===== config.mk =====
export PLATFORM = sky130hd
export DESIGN_NAME = regfile_wr_arbiter_flat
export DESIGN_NICKNAME = d
export VERILOG_FILES = /design/src/rtl/regfile_pkg.sv /design/src/rtl/regfile_wr_arbiter_if.sv /design/src/rtl/rr_arbiter_2.sv /design/src/rtl/regfile_wr_arbiter.sv /design/src/flat_wrapper.sv
export SDC_FILE = /design/constraint.sdc
export NUM_CORES = 1
export LEC_CHECK = 0
export CORE_MARGIN = 5
export CORE_UTILIZATION = 45
export CTS_CLUSTER_SIZE = 30
export DETAILED_ROUTE_END_ITERATION = 6
export PLACE_DENSITY = 0.85
export SLEW_MARGIN = 10
export SYNTH_ARGS = -nofsm -noshare
export SYNTH_HDL_FRONTEND = slang
export SYNTH_SLANG_ARGS = --single-unit

===== constraint.sdc =====
create_clock -name clk -period 2 [get_ports clk]
set_input_delay 0.3 -clock clk [delete_from_list [all_inputs] [get_ports clk]]
set_output_delay 0.3 -clock clk [all_outputs]
set_load 0.05 [all_outputs]

===== src/rtl/regfile_pkg.sv =====
// Shared types and sizes for the register-file write-port arbiter.
// The top register is the hardwired zero register and is never written.
package regfile_pkg;
   localparam int MAdr     = 5;
   localparam int Mdata    = 32;
   localparam int Mreg     = 2 ** MAdr;
   localparam int ZERO_REG = Mreg - 1;

   typedef enum logic {INIT, ARB} wb_state_t;
   typedef enum logic {REQ_A, REQ_B} req_id_t;
endpackage


===== src/rtl/regfile_wr_arbiter_if.sv =====
// Writeback requester and register-file write bundle.
// The master side is the writeback stage; the slave side is the arbiter.
interface regfile_wr_arbiter_if;
   import regfile_pkg::*;

   logic             a_valid;
   logic [MAdr-1:0]  a_adr;
   logic [Mdata-1:0] a_data;
   logic             a_ready;
   logic             b_valid;
   logic [MAdr-1:0]  b_adr;
   logic [Mdata-1:0] b_data;
   logic             b_ready;
   logic             wrtEnable;
   logic [MAdr-1:0]  wrtAdr;
   logic [Mdata-1:0] wrtData;
   logic             init_done;

   modport master (
      output a_valid, a_adr, a_data, b_valid, b_adr, b_data,
      input  a_ready, b_ready, wrtEnable, wrtAdr, wrtData, init_done
   );

   modport slave (
      input  a_valid, a_adr, a_data, b_valid, b_adr, b_data,
      output a_ready, b_ready, wrtEnable, wrtAdr, wrtData, init_done
   );
endinterface


===== src/rtl/rr_arbiter_2.sv =====
// Two-way round-robin grant: a lone requester wins, a tie goes to the
// requester that was not granted last.
module rr_arbiter_2
   import regfile_pkg::*;
(
   input  logic [1:0] i_valid,
   input  req_id_t    i_last_grant,
   output logic [1:0] o_grant
);

   always_comb begin
      o_grant = 2'b00;
      case (i_valid)
         2'b01:   o_grant = 2'b01;
         2'b10:   o_grant = 2'b10;
         2'b11:   o_grant = (i_last_grant == REQ_B) ? 2'b01 : 2'b10;
         default: o_grant = 2'b00;
      endcase
   end

endmodule


===== src/rtl/regfile_wr_arbiter.sv =====
// Owns the register-file write port: clears R0..R30 after reset, then
// shares the port between the ALU (A) and load (B) writeback requesters.
module regfile_wr_arbiter
   import regfile_pkg::*;
(
   input  logic                 clk,
   input  logic                 reset,
   regfile_wr_arbiter_if.slave  bus
);

   localparam logic [MAdr-1:0] LastClr = MAdr'(Mreg - 2);
   localparam logic [MAdr-1:0] ZeroAdr = MAdr'(ZERO_REG);

   wb_state_t        r_state;
   wb_state_t        w_state_nxt;
   logic [MAdr-1:0]  r_clr_cnt;
   req_id_t          r_last_grant;
   logic             r_wrt_en;
   logic [MAdr-1:0]  r_wrt_adr;
   logic [Mdata-1:0] r_wrt_data;
   logic             r_init_done;

   logic [1:0]       w_grant;
   logic             w_a_ready;
   logic             w_b_ready;
   logic             w_xfer;
   logic             w_do_write;
   logic [MAdr-1:0]  w_xfer_adr;
   logic [Mdata-1:0] w_xfer_data;

   rr_arbiter_2 u_rr (
      .i_valid      ({bus.b_valid, bus.a_valid}),
      .i_last_grant (r_last_grant),
      .o_grant      (w_grant)
   );

   always_ff @(posedge clk) begin
      if (reset) begin
         r_state <= INIT;
      end else begin
         r_state <= w_state_nxt;
      end
   end

   always_comb begin
      w_state_nxt = r_state;
      if (r_state == INIT && r_clr_cnt == LastClr) begin
         w_state_nxt = ARB;
      end
   end

   // Requesters are only served once the clear sequence has handed over.
   always_comb begin
      w_a_ready = 1'b0;
      w_b_ready = 1'b0;
      if (r_state == ARB) begin
         w_a_ready = w_grant[0];
         w_b_ready = w_grant[1];
      end
   end

   always_comb begin
      w_xfer      = w_a_ready | w_b_ready;
      w_xfer_adr  = w_b_ready ? bus.b_adr  : bus.a_adr;
      w_xfer_data = w_b_ready ? bus.b_data : bus.a_data;
      w_do_write  = w_xfer && (w_xfer_adr != ZeroAdr);
   end

   // Writes aimed at the zero register are accepted but silently dropped.
   always_ff @(posedge clk) begin
      if (reset) begin
         r_clr_cnt    <= '0;
         r_last_grant <= REQ_B;
         r_wrt_en     <= 1'b0;
         r_wrt_adr    <= '0;
         r_wrt_data   <= '0;
         r_init_done  <= 1'b0;
      end else if (r_state == INIT) begin
         r_wrt_en   <= 1'b1;
         r_wrt_adr  <= r_clr_cnt;
         r_wrt_data <= '0;
         r_clr_cnt  <= r_clr_cnt + 1'b1;
         if (r_clr_cnt == LastClr) begin
            r_init_done <= 1'b1;
         end
      end else begin
         r_wrt_en <= w_do_write;
         if (w_do_write) begin
            r_wrt_adr  <= w_xfer_adr;
            r_wrt_data <= w_xfer_data;
         end
         if (w_xfer) begin
            r_last_grant <= w_b_ready ? REQ_B : REQ_A;
         end
      end
   end

   assign bus.a_ready   = w_a_ready;
   assign bus.b_ready   = w_b_ready;
   assign bus.wrtEnable = r_wrt_en;
   assign bus.wrtAdr    = r_wrt_adr;
   assign bus.wrtData   = r_wrt_data;
   assign bus.init_done = r_init_done;

endmodule


===== src/flat_wrapper.sv =====
// flat-port wrapper written by rule: the top's interface ports become plain ports
module regfile_wr_arbiter_flat import regfile_pkg::*;
  (clk, reset, bus_a_valid, bus_a_adr, bus_a_data, bus_b_valid, bus_b_adr, bus_b_data, bus_a_ready, bus_b_ready, bus_wrtEnable, bus_wrtAdr, bus_wrtData, bus_init_done);
  regfile_wr_arbiter_if bus_i ();
  input  logic clk;
  input  logic reset;
  input wire logic [$bits(bus_i.a_valid)-1:0] bus_a_valid;
  input wire logic [$bits(bus_i.a_adr)-1:0] bus_a_adr;
  input wire logic [$bits(bus_i.a_data)-1:0] bus_a_data;
  input wire logic [$bits(bus_i.b_valid)-1:0] bus_b_valid;
  input wire logic [$bits(bus_i.b_adr)-1:0] bus_b_adr;
  input wire logic [$bits(bus_i.b_data)-1:0] bus_b_data;
  output wire logic [$bits(bus_i.a_ready)-1:0] bus_a_ready;
  output wire logic [$bits(bus_i.b_ready)-1:0] bus_b_ready;
  output wire logic [$bits(bus_i.wrtEnable)-1:0] bus_wrtEnable;
  output wire logic [$bits(bus_i.wrtAdr)-1:0] bus_wrtAdr;
  output wire logic [$bits(bus_i.wrtData)-1:0] bus_wrtData;
  output wire logic [$bits(bus_i.init_done)-1:0] bus_init_done;
  assign bus_i.a_valid = bus_a_valid;
  assign bus_i.a_adr = bus_a_adr;
  assign bus_i.a_data = bus_a_data;
  assign bus_i.b_valid = bus_b_valid;
  assign bus_i.b_adr = bus_b_adr;
  assign bus_i.b_data = bus_b_data;
  assign bus_a_ready = bus_i.a_ready;
  assign bus_b_ready = bus_i.b_ready;
  assign bus_wrtEnable = bus_i.wrtEnable;
  assign bus_wrtAdr = bus_i.wrtAdr;
  assign bus_wrtData = bus_i.wrtData;
  assign bus_init_done = bus_i.init_done;
  regfile_wr_arbiter u_core (.clk(clk), .reset(reset), .bus(bus_i));
endmodule

==> results of run 1 <==
==> flip-flops by register name (all words and copies together), names as in the netlist <==
signal	cells
u_core.bus.wrtAdr	5
u_core.r_clr_cnt	5
u_core.bus.init_done	1
u_core.r_last_grant	1
u_core.bus.wrtEnable	1
u_core.bus.wrtData	32
==> what timing repair did <==
item                                    in CTS  in global routing
hold endpoints to repair                     0                  0
resized for setup                            0                  2
endpoints found under the setup margin       0                  2
==> cell families (layout without fill, tap and decap cells) <==
kind of cell,after synthesis,count (layout)
adders and majority gates,2,2
AOI/OAI and AO/OA,85,85
muxes,35,35
and+or+nand+nor,96,96
DFF,45,45
xor gates and xnor gates,4,4
buffers and inverters,37,150
==> metal layers <==
metal  part of all wire [%]  wire length [um]
met5                      0                 0
met4                    1.4               116
met3                    9.9               830
met2                     46              3810
met1                     43              3600
==> worst min-delay path by stage <==
stage / start / endpoint / slack (ns)
after floorplan: u_core.r_clr_cnt[4]$_SDFFE_PP0N_ / u_core.bus.init_done$_SDFFE_PP0P_ / 0.46
after global placement: u_core.bus.wrtData[0]$_SDFFE_PP0P_ / u_core.bus.wrtData[0]$_SDFFE_PP0P_ / 0.44
after global routing: reset / u_core.r_clr_cnt[1]$_SDFFE_PP0N_ / 0.47
after detailed placement: u_core.bus.wrtData[0]$_SDFFE_PP0P_ / u_core.bus.wrtData[0]$_SDFFE_PP0P_ / 0.46
after CTS: reset / u_core.r_clr_cnt[4]$_SDFFE_PP0N_ / 0.44
final: reset / u_core.r_clr_cnt[4]$_SDFFE_PP0N_ / 0.46
==> cell usage in the layout, fill, tap and decap left out, drive strengths merged, types with 2 or more instances in the layout <==
master	n
clkdlybuf4s50	114
dfxtp	45
nand2	36
mux2i	35
nand3	35
o21ai	35
a211o	33
buf	20
nor2	11
inv	7
clkbuf	5
and4	3
o21bai	3
a221oi	3
nand4	3
xor2	3
and2	2
o211ai	2
a21oi	2
ha	2
bufinv	2
a31oi	2
==> through the flow <==
stage	util (%)	instance area, sq um
4_1_cts	72.4	4010
5_1_grt	72.4	4010
2_1_floorplan	-	2590
3_3_place_gp	69.9	3870
3_5_place_dp	69.9	3870
6_report	72.4	4010
==> power breakdown <==
group          leakage [uW]  internal (uW)  switching (uW)
logic               0.00114            172             112
registers          0.000364            905            10.1
clock network     0.0000687            503             341
total               0.00157           1580             463
==> final cells by class <==
cell class,instances,area share [%]
repair buffers,135,33.7
clock inverters,3,1.71
flip-flops and latches,45,22.5
inverters,7,0.748
multi-input cells,222,37.4
clock buffers,5,1.71
well taps,72,2.24
==> worst max-delay path: cells and delay by family <==
kind,cells,cell delay (ns)
and+or+nand+nor,3,0.59
buffers and inverters,3,0.76
==> key figures, run 1 <==
Yosys
  • Post-synth ARST share: 0%
  • Post-synth top cells: dfxtp_1 (45), mux2i_1 (35), nand2_1 (35), nand3_1 (35), o21ai_0 (35)
  • Main combinational cell family by area after synthesis: compound AO/OA/AOI/OAI gates
  • Synthesized flop and latch total: 45
  • Gate Count Post-Synth: about 300
  • Post-Synth XOR/XNOR Area: under 10%
  • Netlist Area Pre-Place: approximately 2600 sq um
  • Ys Warns: 0
  • Yosys top cell area share: a little over a third
  • Post-synthesis adder-cell area fraction: 0.973%
  • Syn avg cell area: 8.46 sq um
  • Synth Area in Compound Gates: between 20 and 25%
  • Register area share after synthesis: between 30% and 40%
  • Synth area leaders: dfxtp_1 (35%), mux2i_1 (14%), a211o_1 (11%)
  • Synth cell types: 38
  • Area leader, netlist: dfxtp_1
  • Synth Area in Simple Gates: between 10% and 20%
  • Post-synth EDFFs: 0
  • Main flop type after synthesis: dfxtp_1
  • Mux share of post-synthesis cell area: 13.6%
  • Mapped Nets: 384
  • Most instantiated library cell after synthesis: dfxtp_1

Layout
  • Antenna cells: 0
  • Fill cells: 447
  • Nets: between 400 and 500
  • Non-filler cells, final: between 400 and 500
  • Layout cells sized above 1: under 10%
  • Layout area overhead: 56.0%
  • Seq. cell area: approximately 900 sq um
  • Multi-input gate area: about 1500 sq um

Critical path
  • CP arrival: 1.64 ns
  • Critical R2R Launch: u_core.bus.init_done$_SDFFE_PP0P_
  • Critical path destination: bus_a_ready
  • R2r setup slk: around 0.3 ns
  • Worst setup startpoint: bus_b_valid
  • CP Data Required Time: about 1.7 ns
  • R2R depth: 6
  • WS Path Type: in -> out
  • CP startpoint kind: input port
  • Crit. End Element: output port
  • Max FO, Critical Path: 4
  • R2R Path End: u_core.bus.wrtData[29]$_SDFFE_PP0P_
  • Slowest-stage cell, CP: clkdlybuf4s50_1
  • CP Cell Sequence: clkdlybuf4s50_1 -> and2_1 -> nand2_4 -> clkinvlp_4 -> nor3_4 -> buf_12
  • CP peak stage delay: ~0.46 ns

Global route
  • Largest net degree at the start of global routing: 38
  • First-pass GRT wire length: about 13000 um
  • Remaining Overflow, GRT: 0
  • Gr busiest metal: met2
  • Vias in the first global route: 2650
  • Initial antenna violation count: 0
  • M2 GR Usage: approximately 36%
  • Met3 Use GR: 5.00%
  • Met1 usage: between 20% and 30%
  • Total routing usage reported by global routing: between 20% and 30%

STA
  • Fin Clk Skew: 0.00872 ns
  • Worst relative slew slack: 64.0%
  • Least-Margin Pin Slew: 0.540 ns
  • Worst setup margin: a little under 0.06 ns
  • Hold_ws: approximately 0.46 ns
  • Unrepaired setup endpoints after global routing: false
  • Sum Neg Setup Slack: 0 ns
  • Hold Fails Final Rpt: 0
  • Final worst-path cycle share: a little over nine tenths
  • Fmax: 515 MHz
  • Final setup vio count: 0
  • Tmin final: roughly 1.9 ns
  • Slew Limit Fails: 0

Floorplanning
  • Starting density of the core: between 40 and 50%
  • Placeable Area: 5540 sq um
  • Row Count: 27
  • Die width: 85.6 um
  • I/O pins: approximately 120
  • Die area: between 7000 and 8000 sq um
  • Die Y: 85.6 um

Drt
  • First DRT Iteration DRCs: approximately 160
  • Post-route ant nets: 0
  • Pre-antenna DRT Iters: 4
  • Routed vias: between 2000 and 3000
  • Overall routed net length: between 8000 and 9000 um
  • Drt wl/cell: 17.1 um
  • Avg Vias per Cell: ~5.7
  • DR DRC count: 0

Worst hold path
  • Worst hold stages: 2
  • Min-Delay Path Class: in -> reg

Power
  • Overall power: roughly 2000 uW
  • Power Dens Cells: between 500 and 600 nW/um^2
  • VDD IR max: 0.322 mV
  • Leakage: approximately 0.0016 uW

Place
  • Placed Cells: slightly below 500
  • Place WS: ~0.019 ns
  • I/O Buffers: ~120
  • GP Congestion: around 0.87
  • HPWL after DPL: a little under 6000 um

Job
  • Max-cap viol count: 0

Clocking
  • H-tree depth: 2
  • CTS max path bufs: 2
  • CTS Buf Count: 5
  • Clock transition at path regs: around 0.09 ns
  • Root buffer cell: clkbuf_8
  • # hold bufs at CTS: 0
  • Setup bufs post-CTS: 0
  • Clock Latency Late Sink: around 0.31 ns
  • Clk sink count: 45
  • CTS tree: built

Outcome
  • Outcome: finished, final reports clean
No activity file was read; power rests on OpenSTA's default activity.
==> run 2, diff against run 1 <==
--- a/config.mk
+++ b/config.mk
@@ -5,6 +5,7 @@
 export SDC_FILE = /design/constraint.sdc
 export NUM_CORES = 1
 export LEC_CHECK = 0
+export CAP_MARGIN = 15
 export CORE_MARGIN = 5
 export CORE_UTILIZATION = 45
 export CTS_CLUSTER_SIZE = 30
==> results of run 2 <==
Final layout, timing and power as in run 1 (identical DEF).
==> run 3, diff against run 2 <==
--- a/config.mk
+++ b/config.mk
@@ -6,11 +6,13 @@
 export NUM_CORES = 1
 export LEC_CHECK = 0
 export CAP_MARGIN = 15
+export CELL_PAD_IN_SITES_DETAIL_PLACEMENT = 0
+export CELL_PAD_IN_SITES_GLOBAL_PLACEMENT = 1
 export CORE_MARGIN = 5
-export CORE_UTILIZATION = 45
+export CORE_UTILIZATION = 32
 export CTS_CLUSTER_SIZE = 30
 export DETAILED_ROUTE_END_ITERATION = 6
-export PLACE_DENSITY = 0.85
+export PLACE_DENSITY = 0.86
 export SLEW_MARGIN = 10
 export SYNTH_ARGS = -nofsm -noshare
 export SYNTH_HDL_FRONTEND = slang
==> run 3 against run 2 <==
Net effect:
- sequential share of layout area about the same
- final cell count increased by 6.3%
- combinational power about the same
- clock skew decreased by 0.0026 ns
- wire length increased by 6.6%
- non-clock buffer count increased by 1
- sequential cell count unchanged
- setup slack improved by 0.065 ns
- first-iteration DRC count decreased by 41%
- largest power group unchanged
==> key figures, run 3 (same netlist as run 1, synthesis figures left out) <==
Clocking
  • Clock Latency Late Sink: about 0.30 ns
  • H-tree depth: 2
  • CTS max path bufs: 2
  • # hold bufs at CTS: 0
  • CTS Buf Count: 5
  • Clock transition at path regs: about 0.080 ns
  • CTS tree: built
  • Setup bufs post-CTS: 0
  • Root buffer cell: clkbuf_8
  • Clk sink count: 45

Outcome
  • Outcome: finished, final reports clean

Layout
  • Nets: just under 500
  • Most frequent cells in the layout: clkdlybuf4s50_1 (114), dfxtp_1 (44), mux2i_1 (35), nand3_1 (35), o21ai_0 (35)
  • Max reg flops: 32
  • Fill cells: between 700 and 800
  • Antenna cells: 0
  • Final std cell area, no fill: between 4000 and 5000 sq um
  • Layout cells sized above 1: slightly above 9%
  • Most common cell after layout, fill and taps aside: clkdlybuf4s50_1
  • Layout area overhead: 56.4%
  • Final core occ: roughly 52%

Critical path
  • Critical R2R Launch: u_core.bus.init_done$_SDFFE_PP0P_
  • Family with the most delay on the worst path: buffers and inverters
  • CP Data Required Time: 1.70 ns
  • R2r setup slk: just over 0.3 ns
  • Slowest-stage cell, CP: clkdlybuf4s50_1
  • R2R depth: 6
  • Crit. End Element: output port
  • CP arrival: 1.58 ns
  • Max FO, Critical Path: 4
  • CP startpoint kind: input port
  • WP depth: 6
  • CP Cell Sequence: clkdlybuf4s50_1 -> and2_1 -> nand2_4 -> clkinvlp_4 -> nor3_4 -> buf_12
  • WS Path Type: in -> out
  • R2R Path End: u_core.bus.wrtAdr[2]$_SDFFE_PP0P_
  • WP buf/inv: 3
  • CP peak stage delay: approximately 0.46 ns

Power
  • Combinational group share of total power: between 10% and 20%
  • Power Dens Cells: about 450 nW/um^2
  • VDD IR max: 0.276 mV
  • Cell internal pwr: about 1400 uW
  • Sequential power share: approximately half
  • Sw Share: 23.9%
  • P_sw: between 400 and 500 uW
  • Clock power frac: 34.2%
  • Leakage: ~0.0016 uW

Global route
  • Vias in the first global route: 2741
  • M2 GR Usage: 27.6%
  • Met1 usage: roughly a quarter
  • Initial antenna violation count: 0
  • Remaining Overflow, GRT: 0
  • Largest net degree at the start of global routing: 33
  • Total routing usage reported by global routing: between 10% and 20%
  • Met3 Use GR: approximately 5.4%
  • First-pass GRT wire length: 14400 um
  • Gr busiest metal: met2

Place
  • HPWL after DPL: roughly 6200 um
  • GP Congestion: about 0.80
  • Placed Area: between 3000 and 4000 sq um
  • I/O Buffers: about 120

Worst hold path
  • Min-Delay Path Class: in -> reg
  • HP Start: reset
  • Worst Hold End: u_core.bus.wrtData[7]$_SDFFE_PP0P_
  • Worst hold stages: 4

Floorplanning
  • Row Count: 32
  • Die width: approximately 100 um
  • Die Y: 99.7 um
  • Placeable Area: 7770 sq um
  • Die area: between 9000 and 10000 sq um
  • I/O pins: 119
  • Starting density of the core: between 30% and 40%

STA
  • Hold Fails Final Rpt: 0
  • Unrepaired setup endpoints after global routing: false
  • Slew Limit Fails: 0
  • Fin Clk Skew: ~0.0062 ns
  • Worst relative slew slack: around 65%
  • Least-Margin Pin Slew: 0.527 ns
  • Fmax: roughly 530 MHz
  • Tmin final: between 1.5 and 2 ns
  • Final worst-path cycle share: 93.8%
  • Final setup vio count: 0
  • Sum Neg Setup Slack: 0 ns

Drt
  • First DRT Iteration DRCs: ~90
  • Pre-antenna DRT Iters: 4
  • Post-route ant nets: 0
  • Avg Vias per Cell: 5.38
  • DR DRC count: 0
  • Routed vias: about 2800
  • Overall routed net length: 8920 um
  • Drt wl/cell: approximately 17 um

Job
  • Max-cap viol count: 0
run 3: cell types whose count changed in the layout (fill, tap and decap cells not counted):
cell,delta
inv_6,-1
bufinv_16,-2
buf_4,+1
clkinv_2,+1
clkbuf_8,+2
run 3: layout make-up:
type	count	area (sq um)	area share (%)
repair buffers	136	1360	33.8
well taps	102	128	3.17
clock buffers	7	96.3	2.40
flip-flops and latches	45	902	22.4
clock inverters	1	5.00	0.124
inverters	7	30.0	0.747
multi-input cells	222	1500	37.4
run 3: per-stage QoR:
step	setup WS, ns	cells	hold WS [ns]	power, uW
floorplan	0.00323	304	0.463	1020
global placement	0.0654	512	0.444	1220
detailed placement	-0.0144	512	0.451	1220
CTS	0.0333	520	0.339	1850
global route	0.0453	520	0.362	1930
finish	0.124	520	0.352	1820
run 3: how the worst max path moves through the flow:
stage,slack (ns),startpoint,to
floorplan,0.003,u_core.bus.init_done$_SDFFE_PP0P_,bus_a_ready
global route,0.05,bus_b_valid,bus_a_ready
CTS,0.03,u_core.bus.init_done$_SDFFE_PP0P_,bus_init_done
detailed placement,-0.01,bus_b_adr[0],u_core.bus.wrtAdr[2]$_SDFFE_PP0P_
finish,0.12,bus_b_valid,bus_a_ready
global placement,0.07,bus_b_valid,u_core.bus.wrtAdr[2]$_SDFFE_PP0P_
run 3: what timing repair did:
action,4_1_cts,5_1_grt
hold endpoints to repair,0,0
gates resized for setup,0,2
endpoints found under the setup margin,0,2
run 3: power by group through the flow:
stage / clock (uW) / combinational (uW) / sequential [uW]
6_report: 623 / 285 / 916
4_1_cts: 653 / 285 / 916
2_1_floorplan: 0 / 75.8 / 949
5_1_grt: 702 / 307 / 918
3_5_place_dp: 0 / 283 / 937
3_3_place_gp: 0 / 282 / 937
run 3: per-layer routing:
| layer | vias up | part of all wire, % |
|---|---|---|
| met5 | - | 0 |
| met4 | 0 | 0.47 |
| met3 | 5 | 9.0 |
| met2 | 123 | 45 |
| met1 | 1338 | 46 |
| li1 | 1331 | - |
run 3: worst reg2reg max path: cells and delay by family (launching register included):
family,cells,cell delay (ns)
AO/OA/AOI/OAI,2,0.34
buffers and inverters,2,0.36
flip-flops,1,0.49
AND/OR/NAND/NOR,2,0.36
